### config.mk
export PLATFORM = sky130hd
export DESIGN_NAME = sram_arbiter
export DESIGN_NICKNAME = d
export VERILOG_FILES = /design/src/rtl/sram_arbiter.sv
export SDC_FILE = /design/constraint.sdc
export NUM_CORES = 1
export LEC_CHECK = 0
export ABC_AREA = 1
export CAP_MARGIN = 5
export CORE_ASPECT_RATIO = 1.4
export CORE_MARGIN = 5
export CORE_UTILIZATION = 42
export CTS_BUF_LIST = sky130_fd_sc_hd__clkbuf_16
export DETAILED_ROUTE_END_ITERATION = 16
export HOLD_SLACK_MARGIN = 0.06
export PLACE_DENSITY = 0.85
export SETUP_SLACK_MARGIN = 0.5
export SLEW_MARGIN = 20
export SYNTH_ARGS = -nofsm -noshare
export SYNTH_HDL_FRONTEND = slang
export SYNTH_SLANG_ARGS = --single-unit
### constraint.sdc
create_clock -name clk -period 1.5 [get_ports clk]
set_input_delay 0.3 -clock clk [delete_from_list [all_inputs] [get_ports clk]]
set_output_delay 0.3 -clock clk [all_outputs]
set_load 0.02 [all_outputs]
### src/rtl/sram_arbiter.sv
// sram_arbiter: merges the fetch port and the data port onto the SRAM controller's single valid/ready interface.
// Define SRAM_ARB_IBUF_EN to add a one-entry fetch buffer that serves repeated fetches without a memory access.
module sram_arbiter (
    input  logic        clk,
    input  logic        reset,
    input  logic        i_valid,
    input  logic [31:0] i_addr,
    output logic        i_ready,
    output logic [31:0] i_dtr,
    input  logic        d_valid,
    input  logic        d_rw,
    input  logic [31:0] d_addr,
    input  logic [31:0] d_dtw,
    output logic        d_ready,
    output logic [31:0] d_dtr,
    output logic        mem_valid,
    output logic        mem_rw,
    output logic [31:0] mem_addr,
    output logic [31:0] mem_dtw,
    input  logic        mem_ready,
    input  logic [31:0] mem_dtr
);

    localparam int unsigned AW = 32;
    localparam int unsigned DW = 32;

    typedef enum logic [1:0] {S_IDLE, S_ISSUE, S_WAIT, S_RESP} state_e;
    typedef enum logic {PORT_I = 1'b0, PORT_D = 1'b1} port_e;

    typedef struct packed {
        logic          rw;
        logic [AW-1:0] addr;
        logic [DW-1:0] dtw;
    } mem_req_t;

    state_e        state_q, state_d;
    port_e         owner_q, owner_d;
    port_e         last_q, last_d;
    port_e         grant_c;
    mem_req_t      req_q, req_d;
    logic          mem_valid_q, mem_valid_d;
    logic          i_ready_q, i_ready_d;
    logic          d_ready_q, d_ready_d;
    logic [DW-1:0] i_dtr_q, i_dtr_d;
    logic [DW-1:0] d_dtr_q, d_dtr_d;
    logic          hit_c;

`ifdef SRAM_ARB_IBUF_EN
    logic          ibuf_vld_q, ibuf_vld_d;
    logic [AW-1:0] ibuf_addr_q, ibuf_addr_d;
    logic [DW-1:0] ibuf_data_q, ibuf_data_d;

    assign hit_c = ibuf_vld_q && (i_addr == ibuf_addr_q);
`else
    assign hit_c = 1'b0;
`endif

    // On contention the port that did not win last time gets the grant.
    always_comb begin
        if (i_valid && d_valid) begin
            grant_c = (last_q == PORT_I) ? PORT_D : PORT_I;
        end else if (d_valid) begin
            grant_c = PORT_D;
        end else begin
            grant_c = PORT_I;
        end
    end

    always_comb begin
        state_d     = state_q;
        owner_d     = owner_q;
        last_d      = last_q;
        req_d       = req_q;
        mem_valid_d = 1'b0;
        i_ready_d   = 1'b0;
        d_ready_d   = 1'b0;
        i_dtr_d     = i_dtr_q;
        d_dtr_d     = d_dtr_q;
`ifdef SRAM_ARB_IBUF_EN
        ibuf_vld_d  = ibuf_vld_q;
        ibuf_addr_d = ibuf_addr_q;
        ibuf_data_d = ibuf_data_q;
`endif
        unique case (state_q)
            S_IDLE: begin
                if (i_valid || d_valid) begin
                    owner_d = grant_c;
                    last_d  = grant_c;
                    if (grant_c == PORT_I && hit_c) begin
                        state_d   = S_RESP;
                        i_ready_d = 1'b1;
`ifdef SRAM_ARB_IBUF_EN
                        i_dtr_d   = ibuf_data_q;
`endif
                    end else begin
                        state_d     = S_ISSUE;
                        mem_valid_d = 1'b1;
                        if (grant_c == PORT_D) begin
                            req_d = '{rw: d_rw, addr: d_addr, dtw: d_dtw};
                        end else begin
                            req_d = '{rw: 1'b0, addr: i_addr, dtw: '0};
                        end
                    end
                end
            end
            S_ISSUE: begin
                state_d = S_WAIT;
            end
            S_WAIT: begin
                // Read data is captured for writes as well; the owner sees whatever the controller returns.
                if (mem_ready) begin
                    state_d = S_RESP;
                    if (owner_q == PORT_D) begin
                        d_dtr_d   = mem_dtr;
                        d_ready_d = 1'b1;
                    end else begin
                        i_dtr_d   = mem_dtr;
                        i_ready_d = 1'b1;
`ifdef SRAM_ARB_IBUF_EN
                        ibuf_vld_d  = 1'b1;
                        ibuf_addr_d = req_q.addr;
                        ibuf_data_d = mem_dtr;
`endif
                    end
                end
            end
            S_RESP: begin
                state_d = S_IDLE;
`ifdef SRAM_ARB_IBUF_EN
                if (owner_q == PORT_D && req_q.rw) begin
                    ibuf_vld_d = 1'b0;
                end
`endif
            end
            default: begin
                state_d = S_IDLE;
            end
        endcase
    end

    always_ff @(posedge clk or negedge reset) begin
        if (!reset) begin
            state_q     <= S_IDLE;
            owner_q     <= PORT_I;
            last_q      <= PORT_I;
            req_q       <= '0;
            mem_valid_q <= 1'b0;
            i_ready_q   <= 1'b0;
            d_ready_q   <= 1'b0;
            i_dtr_q     <= '0;
            d_dtr_q     <= '0;
`ifdef SRAM_ARB_IBUF_EN
            ibuf_vld_q  <= 1'b0;
            ibuf_addr_q <= '0;
            ibuf_data_q <= '0;
`endif
        end else begin
            state_q     <= state_d;
            owner_q     <= owner_d;
            last_q      <= last_d;
            req_q       <= req_d;
            mem_valid_q <= mem_valid_d;
            i_ready_q   <= i_ready_d;
            d_ready_q   <= d_ready_d;
            i_dtr_q     <= i_dtr_d;
            d_dtr_q     <= d_dtr_d;
`ifdef SRAM_ARB_IBUF_EN
            ibuf_vld_q  <= ibuf_vld_d;
            ibuf_addr_q <= ibuf_addr_d;
            ibuf_data_q <= ibuf_data_d;
`endif
        end
    end

    assign i_ready   = i_ready_q;
    assign i_dtr     = i_dtr_q;
    assign d_ready   = d_ready_q;
    assign d_dtr     = d_dtr_q;
    assign mem_valid = mem_valid_q;
    assign mem_rw    = req_q.rw;
    assign mem_addr  = req_q.addr;
    assign mem_dtw   = req_q.dtw;

endmodule

==> results.txt <==
After clock tree synthesis, the clock-pin slew on the worst setup and hold paths is 60 ps. The library cells used most frequently in the layout, excluding fill and tap cells, are 236 x nand2_1, 144 x buf_6, 134 x dfrtp_1, 131 x clkdlybuf4s50_1, 105 x buf_4. The total power of the final layout is 23.8 mW, and the post-synthesis to final-layout area growth is 92.0%. Summing all non-filler instances in the final layout gives an area of 11000 sq um.

The area share of the largest cell type after synthesis is 0.587, and the count of cell types in the netlist is 17. For the fraction of the yosys area taken by sequential cells, the log shows 0.587. For the final clock skew, the log shows 18.9 ps. STA classifies the critical path startpoint as a register. After synthesis the cells add up to 5750 sq um.

In the final timing run, aggregate negative setup slack is 0 ps. Number of clock buffers inserted by TritonCTS: 17. At the worst endpoint, the required time is 1770 ps.

Wires add up to 24.3 mm. In this run the worst path has a maximum fanout of 31. The tools report the smallest setup slack after layout as 29.5 ps.

The largest family of logic cells by synthesized area was simple AND/OR/NAND/NOR gates. The logs give 135 for the number of clock sinks and 361 ps for the final worst hold slack. The global router's overall resource usage was 0.259; the placed cell count was 1123.

The starting utilization of the core area is 0.430, and the largest net degree at the start of global routing is 42. TritonCTS built the clock tree. The power density normalized to cell area was 2160 nW/um^2. The proportion of synthesized area in mux cells was 0. The run gives 1740 ps as the worst path arrival time. The dominant cell type by area after synthesis was dfrtp_1. The flip-flop and latch count after synthesis is 135, and the max capacitance violation total is 0.

After the flow finishes, the layout carries non-filler instances totaling 1272. The first global-routing pass estimated 32.2 mm of wire. A synthesized cell averages 8.40 sq um.

The later-pin clock latency in the skew report is 420 ps, and the count of antenna diodes in the layout is 0. After detailed placement, the total cell area comes to 8810 sq um. For this design the top-level I/O count stands at 266. The die is 109 microns wide. The initial antenna violation count came out at 0.

The area fraction in and, or, nand and nor cells after synthesis was 0.243; the level count of the clock H-tree was 4. Layout cell share with drive strength beyond 1: 0.354. In this run the deepest clock path goes through 2 buffers. The tools report the worst slew margin relative to its limit as 0.725.

After detailed routing, the number of remaining DRC violations is 0. The root buffer cell chosen for the clock tree is clkbuf_16. The number of warning messages in the yosys log came out at 0. The complex-gate fraction of the synthesized area is 0.0594, and the number of nets produced by synthesis is 822.

The share of the synthesized netlist area taken by xor and xnor gates works out to 0. Floorplan row count: 50. The leading cell type in the layout, fill and taps excluded is nand2_1. STA classifies the critical path endpoint as a register.

The run gives 0 as the number of hold violations in the final report. The routed layout has 6296 vias. Timing would allow up to 680 MHz.

Before CTS, the worst setup slack after placement is -356 ps. In the routed layout, each cell is associated on average with a via count of 4.95. Once detail routing completed, the nets flagged for antenna violations numbered 0. The ratio of final minimum period to clock period is 0.980, and the final weighted congestion of routability-driven global placement is 0.797. The number of nets in the final layout was 1214; the post-detailed-route wirelength per cell was 19.1 microns. For the pin with the worst max-slew slack, the measured transition is 413 ps. The number of pins with negative max-slew slack in the final report is 0, and the violation count after the first detailed-routing iteration is 344. Sorting the synthesized cells by area gives the leading types as dfrtp_1 59%, nand2_1 17%, inv_1 6.7%. The post-route minimum period is 1470 ps.

The core region is 13400 sq um. The analysis attributes to cell leakage a power of 5.83 nW. The run gives 0.00109 V as the worst vdd rail ir drop. Type of the tightest min-delay check: input pin to async pin. The area share of fa/ha/maj cells after synthesis was 0.00653; the via count of the first global-routing pass was 6169. Setup repair after global routing could not meet its margin everywhere. The worst setup path is of the register to register kind.

The run gives 0 as the total congestion overflow. The share of the core filled with cells is 0.825. The logs give 16200 sq um for the die outline area and 12.8 mm for the HPWL after detailed placement. Final count of negative-setup-slack endpoints: 0. The run finished with clean final reports. The run gives 4 as the first-pass iteration count of the detailed router. The number of port buffers was 265; the height of the die was 148 microns.

Synthesis produced a netlist whose cell count is 685.
==> Yosys cell counts <==
cell      instances
o21ai_4           1
nor2_4            2
buf_2            20
o21ai_1           9
nand2_1         267
nand3_1          68
dfrtp_1         135
ha_1              3
nand2_2           1
buf_6             1
clkbuf_1          5
or2_2             1
nor2_2            1
inv_1           103
o21ai_0          56
buf_4            11
nand2_4           1
==> layer usage <==
metal | routed length, microns | GRT usage | vias up
met5 | 0 | 0 | -
met4 | 1290 | 0.110 | 0
met3 | 2030 | 0.0829 | 90
met2 | 12900 | 0.468 | 318
met1 | 8090 | 0.272 | 3011
li1 | - | - | 2877
==> state kept, by name (all words and copies together) (netlist names), 2 cells and up <==
signal / cells
state_q: 2
mem_dtw: 32
i_dtr: 32
d_dtr: 32
mem_addr: 32
==> where the power goes <==
| part | internal [mW] | total [mW] | leakage, nW | switching [mW] |
|---|---|---|---|---|
| Clock | 2.18 | 3.96 | 0.269 | 1.78 |
| Combinational | 6.79 | 13.2 | 3.86 | 6.45 |
| Sequential | 5.28 | 6.61 | 1.70 | 1.33 |
| Total | 14.3 | 23.8 | 5.83 | 9.55 |
==> worst paths after layout <==
kind / start / endpoint / slack [ps] / cells past startpoint
worst max-delay path: state_q[0]$_DFFE_PN0P_ / i_dtr[8]$_DFFE_PN0P_ / 30 / 7
worst min-delay path: reset / i_dtr[18]$_DFFE_PN0P_ / 360 / 2
worst max register to register: state_q[0]$_DFFE_PN0P_ / i_dtr[8]$_DFFE_PN0P_ / 30 / 7
worst min register to register: mem_dtw[20]$_DFFE_PN0P_ / mem_dtw[20]$_DFFE_PN0P_ / 500 / 2
max in group asynchronous: reset / last_q$_DFFE_PN0P_ / 580 / 3
min in group clk: d_dtw[18] / mem_dtw[18]$_DFFE_PN0P_ / 410 / 3
==> cell type report <==
cell class                      instances  area (sq um)
Multi-Input combinational cell        411          2150
Inverter                              103           389
Tap cell                              182           228
Sequential cell                       135          3380
Fill cell                             712          2340
Clock inverter                         15           134
Timing Repair Buffer                  409          4340
Clock buffer                           17           425
==> timing repair <==
item | 4_1_cts | 5_1_grt
cloned | 9 | 5
buffers inserted | 47 | 55
hold buffers | 1 | 0
resized for setup | 833 | 69
pin swaps | 24 | 42
setup endpoints to repair | 267 | 267
hold endpoints to repair | 31 | 0
==> worst max-delay path, cell delays in order (launching register included) <==
cell and delay (ps):
dfrtp_1 390, inv_2 80, buf_6 100, ha_4 150, nand3_4 150, buf_12 220, nand2_1 100, o21ai_1 110
==> cell families (layout without fill, tap and decap cells) <==
kind of cell	Yosys count	after routing
AOI/OAI and AO/OA	66	66
and+or+nand+nor	341	342
DFF	135	135
adders and majority gates	3	3
buffers and inverters	140	544
Note: power is estimated with default switching activity, not from simulation.
